--- config.mk ---
export PLATFORM = sky130hd
export DESIGN_NAME = decoder38_pulse
export DESIGN_NICKNAME = d
export VERILOG_FILES = /design/src/rtl/decoder_pkg.sv /design/src/rtl/decoder38.sv /design/src/rtl/decoder38_pulse.sv
export SDC_FILE = /design/constraint.sdc
export NUM_CORES = 1
export LEC_CHECK = 0
export CAP_MARGIN = 5
export CORE_MARGIN = 1
export CORE_UTILIZATION = 55
export CTS_BUF_LIST = sky130_fd_sc_hd__clkbuf_8
export DETAILED_ROUTE_END_ITERATION = 7
export DONT_BUFFER_PORTS = 1
export PLACE_DENSITY = 0.7
export SETUP_SLACK_MARGIN = 0.05
export SLEW_MARGIN = 20
export SYNTH_ARGS = -nofsm -noshare
export SYNTH_HDL_FRONTEND = slang
export SYNTH_HIERARCHICAL = 1
export SYNTH_SLANG_ARGS = --single-unit
--- constraint.sdc ---
create_clock -name clk -period 1.9 [get_ports clk]
set_input_delay 0.38 -clock clk [delete_from_list [all_inputs] [get_ports clk]]
set_output_delay 0.38 -clock clk [all_outputs]
set_load 0.01 [all_outputs]
--- src/rtl/decoder_pkg.sv ---
// Shared types and constants for the registered 3-to-8 pulse decoder.
//   state_e     : FSM states of decoder38_pulse
//   CODE_W      : width of the binary select code
//   SEL_W       : number of one-hot select lines
//   PULSE_W_MIN : smallest legal pulse width in cycles
//   PULSE_W_MAX : largest legal pulse width in cycles
package decoder_pkg;

    typedef enum logic [1:0] {
        Idle,
        Pulse,
        Gap
    } state_e;

    localparam int unsigned CODE_W      = 3;
    localparam int unsigned SEL_W       = 8;
    localparam int unsigned PULSE_W_MIN = 1;
    localparam int unsigned PULSE_W_MAX = 255;

endpackage

--- src/rtl/decoder38.sv ---
// Pure combinational 3-to-8 one-hot decoder.
//   code_i : binary code, 0..7
//   sel_o  : one-hot select, sel_o[code_i] = 1, all other bits 0
module decoder38
    import decoder_pkg::*;
(
    input  logic [CODE_W-1:0] code_i,
    output logic [SEL_W-1:0]  sel_o
);

    always_comb begin
        sel_o         = '0;
        sel_o[code_i] = 1'b1;
    end

endmodule

--- src/rtl/decoder38_pulse.sv ---
// Registered 3-to-8 decoder with valid/ready handshake and timed one-hot pulses.
// Single mode emits one PULSE_W-cycle pulse per accepted code; scan mode sweeps
// codes 0..7. Every pulse is followed by an all-zero GAP cycle (break-before-make).
//   clk   : clock, rising edge
//   reset : synchronous active-high reset
//   en    : global enable, low freezes all state
//   scan  : auto-scan request
//   x,y,z : code bits 2,1,0
//   valid : code presented
//   ready : code accepted this cycle (valid & ready = handshake)
//   D     : registered one-hot select
//   busy  : FSM not idle
//   done  : registered one-cycle end-of-transaction / end-of-sweep pulse
module decoder38_pulse
    import decoder_pkg::*;
#(
    parameter int unsigned PULSE_W = 4
) (
    input  logic             clk,
    input  logic             reset,
    input  logic             en,
    input  logic             scan,
    input  logic             x,
    input  logic             y,
    input  logic             z,
    input  logic             valid,
    output logic             ready,
    output logic [SEL_W-1:0] D,
    output logic             busy,
    output logic             done
);

    localparam int unsigned CNT_W = $clog2(PULSE_W + 1);
    localparam logic [CNT_W-1:0] CntLoad = CNT_W'(PULSE_W - 1);

    if (PULSE_W < PULSE_W_MIN || PULSE_W > PULSE_W_MAX) begin : gen_bad_pulse_w
        $error("decoder38_pulse: PULSE_W out of range 1..255");
    end

    state_e             state_q, state_d;
    logic [CNT_W-1:0]   cnt_q, cnt_d;
    logic [CODE_W-1:0]  code_q, code_d;
    logic [SEL_W-1:0]   d_q, d_d;
    logic               done_q, done_d;
    logic               scan_txn_q, scan_txn_d;

    logic [CODE_W-1:0]  load_code;
    logic [SEL_W-1:0]   load_sel;

    // Code that would start the next pulse: next slot from GAP, otherwise
    // slot 0 for a scan start or the sampled inputs for a handshake.
    always_comb begin
        if (state_q == Gap) begin
            load_code = code_q + CODE_W'(1);
        end else if (scan) begin
            load_code = '0;
        end else begin
            load_code = {x, y, z};
        end
    end

    decoder38 u_decoder38 (
        .code_i (load_code),
        .sel_o  (load_sel)
    );

    assign ready = (state_q == Idle) & en & ~scan;
    assign busy  = (state_q != Idle);
    assign D     = d_q;
    assign done  = done_q;

    always_comb begin
        state_d    = state_q;
        cnt_d      = cnt_q;
        code_d     = code_q;
        d_d        = d_q;
        scan_txn_d = scan_txn_q;
        done_d     = 1'b0;

        if (en) begin
            unique case (state_q)
                Idle: begin
                    // Scan start wins; ready is already low when scan is high.
                    if (scan || valid) begin
                        state_d    = Pulse;
                        code_d     = load_code;
                        cnt_d      = CntLoad;
                        d_d        = load_sel;
                        scan_txn_d = scan;
                    end
                end
                Pulse: begin
                    if (cnt_q == '0) begin
                        state_d = Gap;
                        d_d     = '0;
                        // done lands in the GAP cycle that ends the transaction/sweep.
                        done_d  = ~scan_txn_q | (code_q == CODE_W'(7));
                    end else begin
                        cnt_d = cnt_q - CNT_W'(1);
                    end
                end
                Gap: begin
                    if (scan_txn_q && scan) begin
                        state_d = Pulse;
                        code_d  = load_code;
                        cnt_d   = CntLoad;
                        d_d     = load_sel;
                    end else begin
                        state_d = Idle;
                    end
                end
                default: state_d = Idle;
            endcase
        end
    end

    always_ff @(posedge clk) begin
        if (reset) begin
            state_q    <= Idle;
            cnt_q      <= '0;
            code_q     <= '0;
            d_q        <= '0;
            done_q     <= 1'b0;
            scan_txn_q <= 1'b0;
        end else begin
            state_q    <= state_d;
            cnt_q      <= cnt_d;
            code_q     <= code_d;
            d_q        <= d_d;
            done_q     <= done_d;
            scan_txn_q <= scan_txn_d;
        end
    end

endmodule
# Word-level counts from Yosys, hierarchy flattened
# Index checks and enable logic that the tools add are counted.
dict set report word_totals {
  output_inout_bits 11
  inputBits 8
  reg_bits 18
  wordCells 58
}
dict set report op_classes {
  magnitude_cmp 2
  addsub 2
  muxes 19
  bitwise_logic 8
  reduce_logical 14
  eq_ne 7
}
# operator n
set op_table {}
lappend op_table {{8-bit 2-to-1 mux} 3}
lappend op_table {{8-bit case mux with 3 select lines} 1}
lappend op_table {{3-bit 2-to-1 mux} 7}
lappend op_table {{5-bit AND reduction} 2}
lappend op_table {{3-bit case mux with 3 select lines} 1}
lappend op_table {{2-bit case mux with 3 select lines} 1}
lappend op_table {{3-bit case mux with 2 select lines} 1}
lappend op_table {{3-bit AND reduction} 2}
lappend op_table {{1-bit inverter} 5}
lappend op_table {{3-bit by 4-bit less-than comparator with 1-bit output (second input constant)} 1}
lappend op_table {{2-bit 2-to-1 mux} 2}
lappend op_table {{2-bit by 1-bit != test with 1-bit output (second input constant)} 2}
lappend op_table {{2-bit != test (second input constant)} 2}
lappend op_table {{4-bit AND reduction} 1}
lappend op_table {{2-bit nonzero test} 2}
lappend op_table {{4-bit OR reduction} 1}
lappend op_table {{3-bit by 1-bit adder with 3-bit output (second input constant)} 1}
lappend op_table {{1-bit demux with 3-bit select} 1}
lappend op_table {{3-bit == test (second input constant)} 1}
lappend op_table {{3-bit by 1-bit greater-or-equal comparator with 1-bit output (second input constant)} 1}
lappend op_table {{3-bit logical NOT} 1}
lappend op_table {{3-bit nonzero test} 1}
lappend op_table {{3-bit by 1-bit subtractor with 3-bit output (second input constant)} 1}
lappend op_table {{1-bit AND} 2}
lappend op_table {{other kinds (7)} 9}

# Depth between registers and ports, before layout
# Gate-level depths: netlist of run 1.
dict set report depth {
  ltp_word 8
  depth_mapped 7
  depth_no_buf 6
}

# Hierarchy
# Netlist of run 1, hierarchy kept.
# module n_inst cells_each seq_area_each_um2 area_per_inst_um2
set modules_own_cells {}
lappend modules_own_cells {decoder38_pulse 1 107 360.3 942.2}
lappend modules_own_cells {decoder38 1 8 0.0 65.1}

# Worst setup path after synthesis of run 1
# Ideal clock, no wire load.
dict set report synth_timing {
  path_type {register to register}
  startpoint {reg code_q[0]}
  endpoint {reg d_q[3], in the netlist D[3]}
  synth_period_minus_slack_ns 1.509
  slack_ns 0.391
  n_path_buf 0
  stages_incl_launch_ff 7
  t_required_ns 1.830
  setup_ns 0.070
  arrival_ns 1.439
  path_cell_list {dfxtp_1 -> ha_1 -> ha_1 -> mux2_2 -> and3b_2 -> nand2_1 -> a21oi_1}
}
dict set report synth_via {
  elab_chain_len 8
  elab_cells_between_ends 10
  classes_between {add/sub: 1; order compare: 2; mux: 6; reduce/logical: 1}
}
# element line_no
set synth_rtl {}
lappend synth_rtl {{start, declared} decoder38_pulse.sv:42} ;# logic [CODE_W-1:0] code_q, code_d;
lappend synth_rtl {{start signal, assigned} decoder38_pulse.sv:128} ;# code_q <= code_d;
lappend synth_rtl {{3-bit by 1-bit adder with 3-bit output *} decoder38_pulse.sv:54} ;# load_code = code_q + CODE_W'(1);
lappend synth_rtl {{3-bit 2-to-1 mux *} decoder38_pulse.sv:53} ;# if (state_q == Gap) begin
lappend synth_rtl {{net load_code[2]} decoder38_pulse.sv:47} ;# logic [CODE_W-1:0] load_code;
lappend synth_rtl {{3-bit by 4-bit less-than comparator with 1-bit output (implied by the code) or 3-bit by 1-bit greater-or-equal comparator with 1-bit output (tied branches)} decoder38.sv:13} ;# sel_o[code_i] = 1'b1;
lappend synth_rtl {{1-bit logical AND (implied by the code)} decoder38.sv:13}
lappend synth_rtl {{1-bit 2-to-1 mux (implied by the code)} decoder38.sv:13}
lappend synth_rtl {{1-bit demux with 3-bit select *} n/a}
lappend synth_rtl {{net load_sel[3]} decoder38_pulse.sv:48} ;# logic [SEL_W-1:0] load_sel;
lappend synth_rtl {{8-bit 2-to-1 mux, on equally long branches} {decoder38_pulse.sv:103, decoder38_pulse.sv:84}}
lappend synth_rtl {{8-bit case mux with 3 select lines *} decoder38_pulse.sv:81} ;# unique case (state_q)
lappend synth_rtl {{end signal, assigned} decoder38_pulse.sv:122} ;# d_q <= '0;
lappend synth_rtl {{end signal, assigned} decoder38_pulse.sv:129} ;# d_q <= d_d;
lappend synth_rtl {{end, declared} decoder38_pulse.sv:43} ;# logic [SEL_W-1:0] d_q, d_d;
# The timed path passes the listed nets; every way through them passes the cells marked *. The select of a mux whose other input is x is not followed.
# A chain may end at the register's enable or synchronous reset.

# Worst setup path after layout of run 1
# Same ends and word-level chain as after synthesis.

==> results of run 1 <==
[cells in the mapped netlist, drive strengths merged]
cell type | count | area (um^2)
dfxtp | 18 | 360
a21oi | 15 | 78.8
o21ai | 13 | 68.8
nand2 | 12 | 45.0
inv | 5 | 18.8
and2b | 4 | 35.0
buf | 4 | 41.3
ha | 4 | 50.1
nor3b | 4 | 30.0
and3b | 3 | 30.0
clkbuf | 3 | 32.5
nand2b | 3 | 18.8
nor2 | 3 | 11.3
nor3 | 3 | 15.0
a31oi | 2 | 12.5
mux2 | 2 | 22.5
nand3 | 2 | 10.0
nor2b | 2 | 20.0
o21a | 2 | 15.0
a22oi | 1 | 7.51
a311oi | 1 | 8.76
and3 | 1 | 7.51
dlygate4sd1 | 1 | 8.76
nand3b | 1 | 7.51
o2111ai | 1 | 15.0
o21bai | 1 | 7.51
o31ai | 1 | 7.51
or2 | 1 | 6.26
or2b | 1 | 8.76
or3 | 1 | 6.26
[layout by cell type, fill, tap and decap left out, drive strengths merged]
cell type  netlist  routed
o21a             2       2
dfxtp           18      18
clkbuf           3       4
nand3b           1       1
nand3            2       2
nor2b            2       2
nor3             3       3
and3b            3       3
or3              1       1
or2              1       1
or2b             1       1
nand2           12      12
a311oi           1       1
o21bai           1       1
o31ai            1       1
a22oi            1       1
and3             1       1
mux2             2       2
o21ai           13      13
nand2b           3       3
a21oi           15      15
ha               4       4
buf              4       2
nor3b            4       4
a31oi            2       2
nor2             3       3
o2111ai          1       1
inv              5       5
and2b            4       4
[area by class of cell]
| cell class | count | area, um^2 |
|---|---|---|
| inverters | 5 | 18.8 |
| repair buffers | 2 | 15.0 |
| flip-flops and latches | 18 | 360 |
| well taps | 25 | 31.3 |
| fillers | 158 | 701 |
| multi-input cells | 84 | 546 |
| clock buffers | 4 | 55.1 |
[state kept, by name (all words and copies together) (netlist names)]
| signal | cells |
|---|---|
| D | 8 |
| cnt_q | 3 |
| code_q | 3 |
| state_q | 2 |
| done | 1 |
| scan_txn_q | 1 |
[layer usage]
| layer | part of all wire | global-route usage |
|---|---|---|
| met1 | 0.47 | 0.238 |
| met4 | 0.013 | 0.0909 |
| met2 | 0.47 | 0.338 |
| met5 | 0 | 0 |
| met3 | 0.043 | 0.0400 |
[kinds of logic (layout without fill, tap and decap cells)]
kind of cell,Yosys count,in the layout
and+or+nand+nor,41,41
AOI/OAI and AO/OA,37,37
adders and majority gates,4,4
buffers and inverters,13,11
muxes,2,2
DFF,18,18
[worst max-delay path by stage]
stage / endpoint / startpoint / slack, ns
5_1_grt: D[3]$_SDFFE_PP0P_ / code_q[0]$_SDFFE_PP0P_ / 0.19
6_report: D[3]$_SDFFE_PP0P_ / code_q[0]$_SDFFE_PP0P_ / 0.27
3_3_place_gp: D[7]$_SDFFE_PP0P_ / state_q[1]$_SDFFE_PP0P_ / 0.27
3_5_place_dp: D[7]$_SDFFE_PP0P_ / state_q[1]$_SDFFE_PP0P_ / 0.13
2_1_floorplan: D[3]$_SDFFE_PP0P_ / code_q[0]$_SDFFE_PP0P_ / 0.39
4_1_cts: D[7]$_SDFFE_PP0P_ / state_q[1]$_SDFFE_PP0P_ / 0.12
[through the flow]
stage	setup slack, ns	util	hold WS, ns	instance area, um^2
3_5_place_dp	0.135	0.562	0.453	971
2_1_floorplan	0.391	-	0.441	1010
4_1_cts	0.117	0.594	0.191	1030
5_1_grt	0.187	0.594	0.182	1030
3_3_place_gp	0.273	0.562	0.446	971
6_report	0.272	0.594	0.196	1030
[where the power goes]
part	internal, mW	total (mW)	leakage (nW)	switching [mW]
clock network	0.184	0.303	0.0288	0.119
registers	0.395	0.412	0.147	0.0170
logic	0.0556	0.124	0.209	0.0687
[critical path, cell delays in order (launching register included)]
cell	delay, ns
dfxtp_1	0.34
ha_1	0.21
ha_1	0.26
mux2_2	0.33
and3b_2	0.24
nand2_1	0.04
a21oi_1	0.14
==> results.py, run 1 <==
metrics = {
    "power": {
        "leakagePower_nw": 0.384,
        "p_per_area_nw_per_um2": 819,
        "max-vdd-ir-drop_mv": 0.469,
        "p_total_mw": 0.840,
    },
    "clock_network": {
        "htree_num_levels": 1,
        "numCtsBuffers": 3,
        "cts.sink_count": 18,
        "path_clk_slew_ns": 0.07,
        "cts_resized": 0,
        "clock_path_buffers": 2,
        "post_cts.repair.setup_buffers": 0,
        "holdBufCountCts": 0,
        "cts_root_buf": "clkbuf_8",
        "clk-insertion-delay-late_ns": 0.25,
        "cts_tree": "built",
    },
    "synthesis": {
        "yosys_warnings": 6,
        "syn_inst": 115,
        "synth-simple-area-share": 0.250,
        "yosysUniqueCellTypes": 36,
        "synth_compound_area_frac": 0.220,
        "yosysSeqAreaShare": 0.358,
        "ys_ff_latch": 18,
        "synth-adder-area-share": 0.0497,
        "synth_mux_area_frac": 0.0224,
        "synth_fp_nets": 127,
        "synth_xor_area_frac": 0,
        "syn_area_um2": 1010,
        "synth_top_family_by_area": "simple AND/OR/NAND/NOR gates",
        "synth_area_per_cell_um2": 8.76,
    },
    "timing": {
        "hold_violations": 0,
        "layout_min_cycle_time_ns": 1.63,
        "final-setup-viol-count": 0,
        "fmax_ghz": 0.614,
        "finalMaxSlewViolations": 0,
        "slew_headroom": 0.711,
        "rsz0062_at_grt": "false",
        "worst_pin_slew_ns": 0.431,
        "fin_skew_ns": 0.00138,
        "post-route-period-util": 0.857,
        "fin_tns_setup_ns": 0,
    },
    "worst_hold_path": {
        "hold_depth": 1,
        "worst_hold_path_type": "in2reg",
        "worstHoldStart": "reset",
        "holdPathEnd": "code_q[2]$_SDFFE_PP0P_",
    },
    "floorplanning": {
        "io_pins": 19,
        "die_w_um": 44.8,
        "fp-row-count": 15,
        "die_h_um": 44.8,
        "die-area_um2": 2010,
        "core_area_um2": 1730,
        "initial_core_util": 0.583,
    },
    "run": {
        "maxCapViolCount": 0,
    },
    "global_route": {
        "grt-ovfl-total": 0,
        "antenna_found_initial": 0,
        "grt_max_degree": 20,
        "grt_usage": 0.198,
        "grt_pass1_wl_um": 2920,
        "grt_pass1_vias": 703,
    },
    "drt": {
        "first_pass_iters": 4,
        "drt-wirelength-per-cell_um": 13.1,
        "wirelength_um": 1810,
        "viasPerCell": 5.57,
        "postRouteAntennaNets": 0,
        "num_vias": 768,
        "first_iter_violations": 12,
        "post-route-drc-count": 0,
    },
    "final_layout": {
        "layout.nets": 126,
        "n_antenna_cell": 0,
        "drive_above_1_share": 0.195,
        "syn_to_final_growth_pct": 1.86,
        "stdcell_count": 138,
    },
    "worst_setup_path": {
        "critPathArrivalTime_ns": 1.81,
        "cp-start-kind": "flip-flop",
        "r2r_end": "D[3]$_SDFFE_PP0P_",
        "path_max_fanout": 9,
        "r2r_setup_slack_ns": 0.27,
        "worstPathRequired_ns": 2.08,
        "cp-end-kind": "flip-flop",
        "reg2reg_from": "code_q[0]$_SDFFE_PP0P_",
        "crit_type": "reg2reg",
        "worstRegToRegCells": 6,
    },
    "placed_design": {
        "placedCellCount": 134,
        "io_buffers": 0,
        "place_congestion": 0.801,
        "dpl.hpwl_um": 1300,
    },
    "outcome": {
        "status": "complete, no violations",
    },
}
No activity file was read; power rests on OpenSTA's default activity.
==> run 2: changes to the inputs <==
- CTS_BUF_LIST: sky130_fd_sc_hd__clkbuf_8 -> default
- SETUP_SLACK_MARGIN: 0.05 -> default
==> run 2 against run 1 <==
Die area did not move; via count rose by 1.7%; critical path depth did not move; fmax fell by 0.43%; non-clock buffer count did not move; hold slack got worse by 0.050 ns; utilization fell by 1.1 points; cell count did not move; routed wire length fell by 1.7%; final area fell by 1.8%; clock skew rose by 0.0043 ns; largest power group unchanged.
==> results.py, run 2 (same netlist as run 1, synthesis figures left out) <==
metrics = {
    "outcome": {
        "status": "complete, no violations",
    },
    "worst_setup_path": {
        "cp-start-kind": "flip-flop",
        "path_common_cell": "ha_1",
        "crit_type": "reg2reg",
        "worstRegToRegCells": 6,
        "crit_cells": 6,
        "cp_num_buf_inv": 0,
        "crit_slowest_cell": "dfxtp_1",
        "cp-end-kind": "flip-flop",
        "critPathMaxStageDelay_ns": 0.35,
        "path_max_fanout": 9,
        "worstPathCellList": "ha_1, ha_1, mux2_2, and3b_2, nand2_1, a21oi_1",
        "cp_top_family": "adder cells",
        "worstPathRequired_ns": 2.12,
        "critPathArrivalTime_ns": 1.85,
    },
    "worst_hold_path": {
        "hold_depth": 1,
        "worst_hold_path_type": "in2reg",
    },
    "clock_network": {
        "numCtsBuffers": 3,
        "clock_path_buffers": 2,
        "cts_tree": "built",
        "path_clk_slew_ns": 0.10,
        "holdBufCountCts": 0,
        "cts.sink_count": 18,
        "post_cts.repair.setup_buffers": 0,
        "clk-insertion-delay-late_ns": 0.29,
        "cts_root_buf": "clkbuf_4",
        "htree_num_levels": 1,
    },
    "floorplanning": {
        "core_area_um2": 1730,
        "initial_core_util": 0.583,
        "die_w_um": 44.8,
        "io_pins": 19,
        "die-area_um2": 2010,
        "fp-row-count": 15,
        "die_h_um": 44.8,
    },
    "placed_design": {
        "dpl.hpwl_um": 1300,
        "place_area_um2": 971,
        "placedCellCount": 134,
        "place_congestion": 0.801,
        "dpl_worst_slack_ns": 0.135,
        "io_buffers": 0,
    },
    "drt": {
        "first_iter_violations": 11,
        "viasPerCell": 5.66,
        "postRouteAntennaNets": 0,
        "drt-wirelength-per-cell_um": 12.9,
        "num_vias": 781,
        "first_pass_iters": 4,
        "post-route-drc-count": 0,
        "wirelength_um": 1770,
    },
    "timing": {
        "setup_ws_ns": 0.265,
        "worst_pin_slew_ns": 0.420,
        "fin_skew_ns": 0.00568,
        "rsz0062_at_grt": "false",
        "hold_violations": 0,
        "slew_headroom": 0.718,
        "post-route-period-util": 0.861,
        "final-setup-viol-count": 0,
        "layout_min_cycle_time_ns": 1.64,
        "finalMaxSlewViolations": 0,
        "whs_ns": 0.146,
        "fmax_ghz": 0.612,
        "fin_tns_setup_ns": 0,
    },
    "power": {
        "max-vdd-ir-drop_mv": 0.459,
        "leakagePower_nw": 0.376,
        "p_per_area_nw_per_um2": 759,
    },
    "global_route": {
        "antenna_found_initial": 0,
        "grt_pass1_wl_um": 2930,
        "grt_max_degree": 20,
        "grt_usage": 0.195,
        "grt_pass1_vias": 715,
        "grt-ovfl-total": 0,
    },
    "final_layout": {
        "ff_latch_area_um2": 360,
        "syn_to_final_growth_pct": 0.000397,
        "largest_reg_flops": 8,
        "layout.nets": 126,
        "fillCellCount": 162,
        "layout_common_cells": "dfxtp_1, a21oi_1, nand2_1",
        "stdcell_count": 138,
        "layout_commonest_cell": "dfxtp_1",
        "multi_input_area_um2": 546,
        "drive_above_1_share": 0.195,
        "n_antenna_cell": 0,
        "stdcell_area_um2": 1010,
    },
    "run": {
        "maxCapViolCount": 0,
    },
}
## run 2: worst paths after layout
| check | startpoint | end | slack [ns] |
|---|---|---|---|
| min reg2reg | code_q[2]$_SDFFE_PP0P_ | code_q[2]$_SDFFE_PP0P_ | 0.46 |
| max reg2reg | code_q[0]$_SDFFE_PP0P_ | D[3]$_SDFFE_PP0P_ | 0.26 |
| max | code_q[0]$_SDFFE_PP0P_ | D[3]$_SDFFE_PP0P_ | 0.26 |
| min | reset | code_q[2]$_SDFFE_PP0P_ | 0.15 |
## run 2: metal layers
layer,global-route usage,part of all wire,vias to the layer above
li1,-,-,402
met1,0.238,0.45,362
met2,0.338,0.49,15
met3,0.0400,0.052,2
met4,0.0727,0.0045,0
met5,0,0,-
## run 2: power by group
group	internal, mW	switching [mW]	leakage, nW
clock	0.117	0.112	0.0210
combinational	0.0556	0.0685	0.209
sequential	0.395	0.0169	0.147
total	0.567	0.197	0.376
## run 2: layout make-up
type | instances | share of cell area
inverter | 5 | 0.0186
clock buffer | 4 | 0.0360
tap | 25 | 0.0311
sequential | 18 | 0.358
timing repair buffer | 2 | 0.0149
multi-input combinational | 84 | 0.542
## run 2: metrics by stage
step,power (mW),util
finish,0.764,0.583
global route,0.814,0.583
CTS,0.776,0.583
detailed placement,0.545,0.562
global placement,0.542,0.562
floorplan,0.544,-
## run 2: repair_timing
item | in CTS | in global routing
hold endpoints to repair | 0 | 0
resized for setup | 0 | 1
setup endpoints to repair | 0 | 4
==> run 3: changes to the inputs <==
- GPL_TIMING_DRIVEN: default -> 0
==> run 3 against run 2 <==
Cell count rose by 4.3%; clock skew hardly changed; routed wire length fell by 1.4%; via count down 0.26%; critical path depth unchanged; combinational power grew 22%; worst setup slack improved by 0.020 ns; largest cell class unchanged; non-clock buffer count rose by 6; highest routed layer unchanged; die area unchanged; sequential share of layout area down 2.2 points; fmax rose by 1.2%.
==> results.py, run 3 (same netlist as run 1, synthesis figures left out) <==
metrics = {
    "clock_network": {
        "numCtsBuffers": 3,
        "path_clk_slew_ns": 0.10,
        "cts_resized": 0,
        "htree_num_levels": 1,
        "post_cts.repair.setup_buffers": 0,
        "cts_tree": "built",
        "clk-insertion-delay-late_ns": 0.28,
        "clock_path_buffers": 2,
        "cts.sink_count": 18,
        "cts_root_buf": "clkbuf_4",
        "holdBufCountCts": 0,
    },
    "global_route": {
        "grt_max_degree": 11,
        "antenna_found_initial": 0,
        "grt-ovfl-total": 0,
        "grt_pass1_vias": 662,
        "grt_pass1_wl_um": 2770,
        "grt_usage": 0.191,
    },
    "power": {
        "p_sw_frac": 0.266,
        "max-vdd-ir-drop_mv": 0.453,
        "power.share.sequential": 0.518,
        "p_clk_frac": 0.291,
        "switching_power_mw": 0.210,
        "leakagePower_nw": 0.414,
        "intPower_mw": 0.580,
        "p_per_area_nw_per_um2": 736,
        "combPwrFrac": 0.191,
    },
    "timing": {
        "post-route-period-util": 0.850,
        "hold_violations": 0,
        "fin_skew_ns": 0.00534,
        "final-setup-viol-count": 0,
        "finalMaxSlewViolations": 0,
        "setup_ws_ns": 0.285,
        "layout_min_cycle_time_ns": 1.61,
        "slew_headroom": 0.707,
        "rsz0062_at_grt": "false",
        "fin_tns_setup_ns": 0,
        "worst_pin_slew_ns": 0.436,
        "fmax_ghz": 0.619,
    },
    "floorplanning": {
        "core_area_um2": 1730,
        "die_h_um": 44.8,
        "initial_core_util": 0.583,
        "die-area_um2": 2010,
        "die_w_um": 44.8,
        "fp-row-count": 15,
        "io_pins": 19,
    },
    "worst_setup_path": {
        "worstPathRequired_ns": 2.12,
        "r2r_setup_slack_ns": 0.29,
        "worstRegToRegCells": 6,
        "critPathArrivalTime_ns": 1.84,
        "cp-end-kind": "flip-flop",
        "cp-start-kind": "flip-flop",
        "crit_type": "reg2reg",
        "r2r_end": "D[3]$_SDFFE_PP0P_",
        "reg2reg_from": "code_q[0]$_SDFFE_PP0P_",
        "path_max_fanout": 9,
    },
    "final_layout": {
        "ff_latch_area_um2": 360,
        "layout_common_cells": "dfxtp_1, a21oi_1, nand2_1",
        "drive_above_1_share": 0.227,
        "syn_to_final_growth_pct": 6.71,
        "multi_input_area_um2": 546,
        "largest_reg_flops": 8,
        "fillCellCount": 186,
        "stdcell_count": 144,
        "layout.nets": 132,
        "layout_commonest_cell": "dfxtp_1",
        "n_antenna_cell": 0,
    },
    "drt": {
        "wirelength_um": 1750,
        "drt-wirelength-per-cell_um": 12.2,
        "num_vias": 779,
        "first_iter_violations": 6,
        "postRouteAntennaNets": 0,
        "viasPerCell": 5.41,
        "post-route-drc-count": 0,
        "first_pass_iters": 4,
    },
    "worst_hold_path": {
        "worst_hold_path_type": "in2reg",
        "holdPathEnd": "scan_txn_q$_SDFFE_PP0P_",
        "hold_depth": 3,
        "worstHoldStart": "valid",
    },
    "placed_design": {
        "place_congestion": 0.739,
        "dpl_worst_slack_ns": 0.198,
        "dpl.hpwl_um": 1290,
        "placedCellCount": 140,
        "io_buffers": 0,
    },
    "outcome": {
        "status": "complete, no violations",
    },
    "run": {
        "maxCapViolCount": 0,
    },
}
[run 3: cell types whose count changed in the layout (fill, tap and decap cells not counted), sizes merged]
| cell | change |
|---|---|
| clkbuf | +3 |
| buf | +2 |
| dlygate4sd1 | +1 |
[run 3: layout make-up]
class	count	area share
Multi-Input combinational cell	84	0.508
Sequential cell	18	0.335
Buffer	8	0.0768
Tap cell	25	0.0291
Inverter	5	0.0175
Clock buffer	4	0.0338
[run 3: how the worst max path moves through the flow]
stage          cells after the start                     from  slack [ns]           endpoint
2_1_floorplan                      6   code_q[0]$_SDFFE_PP0P_        0.39  D[3]$_SDFFE_PP0P_
3_3_place_gp                       6  state_q[1]$_SDFFE_PP0P_        0.22  D[7]$_SDFFE_PP0P_
3_5_place_dp                       5  state_q[0]$_SDFFE_PP0P_        0.20  D[7]$_SDFFE_PP0P_
4_1_cts                            5  state_q[0]$_SDFFE_PP0P_        0.17  D[7]$_SDFFE_PP0P_
5_1_grt                            6  state_q[0]$_SDFFE_PP0P_        0.13  D[1]$_SDFFE_PP0P_
6_report                           6   code_q[0]$_SDFFE_PP0P_        0.29  D[3]$_SDFFE_PP0P_
[run 3: stage by stage]
stage | cell area (um^2) | total power [mW] | util | hold slack [ns]
final | 1070 | 0.791 | 0.622 | 0.292
after global placement | 1040 | 0.566 | 0.601 | 0.449
after floorplan | 1010 | 0.544 | - | 0.441
after CTS | 1070 | 0.804 | 0.622 | 0.290
after detailed placement | 1040 | 0.571 | 0.601 | 0.454
after global routing | 1070 | 0.835 | 0.622 | 0.301
[run 3: power by group through the flow]
| stage | registers, mW | logic [mW] | clock network [mW] |
|---|---|---|---|
| final | 0.410 | 0.151 | 0.230 |
| after detailed placement | 0.418 | 0.152 | 0 |
| after CTS | 0.410 | 0.153 | 0.241 |
| after floorplan | 0.416 | 0.128 | 0 |
| after global placement | 0.418 | 0.148 | 0 |
| after global routing | 0.413 | 0.171 | 0.250 |
[run 3: worst max-delay path, cell delays in order (launching register included)]
cell	delay (ns)
dfxtp_1	0.35
ha_1	0.21
ha_1	0.26
mux2_2	0.32
and3b_2	0.24
nand2_1	0.04
a21oi_1	0.12
[run 3: layer usage]
metal	part of all wire	vias up	track usage
met5	0	-	0
met4	0.0086	0	0.0545
met3	0.052	2	0.0680
met2	0.45	14	0.309
met1	0.49	351	0.241
li1	-	412	-
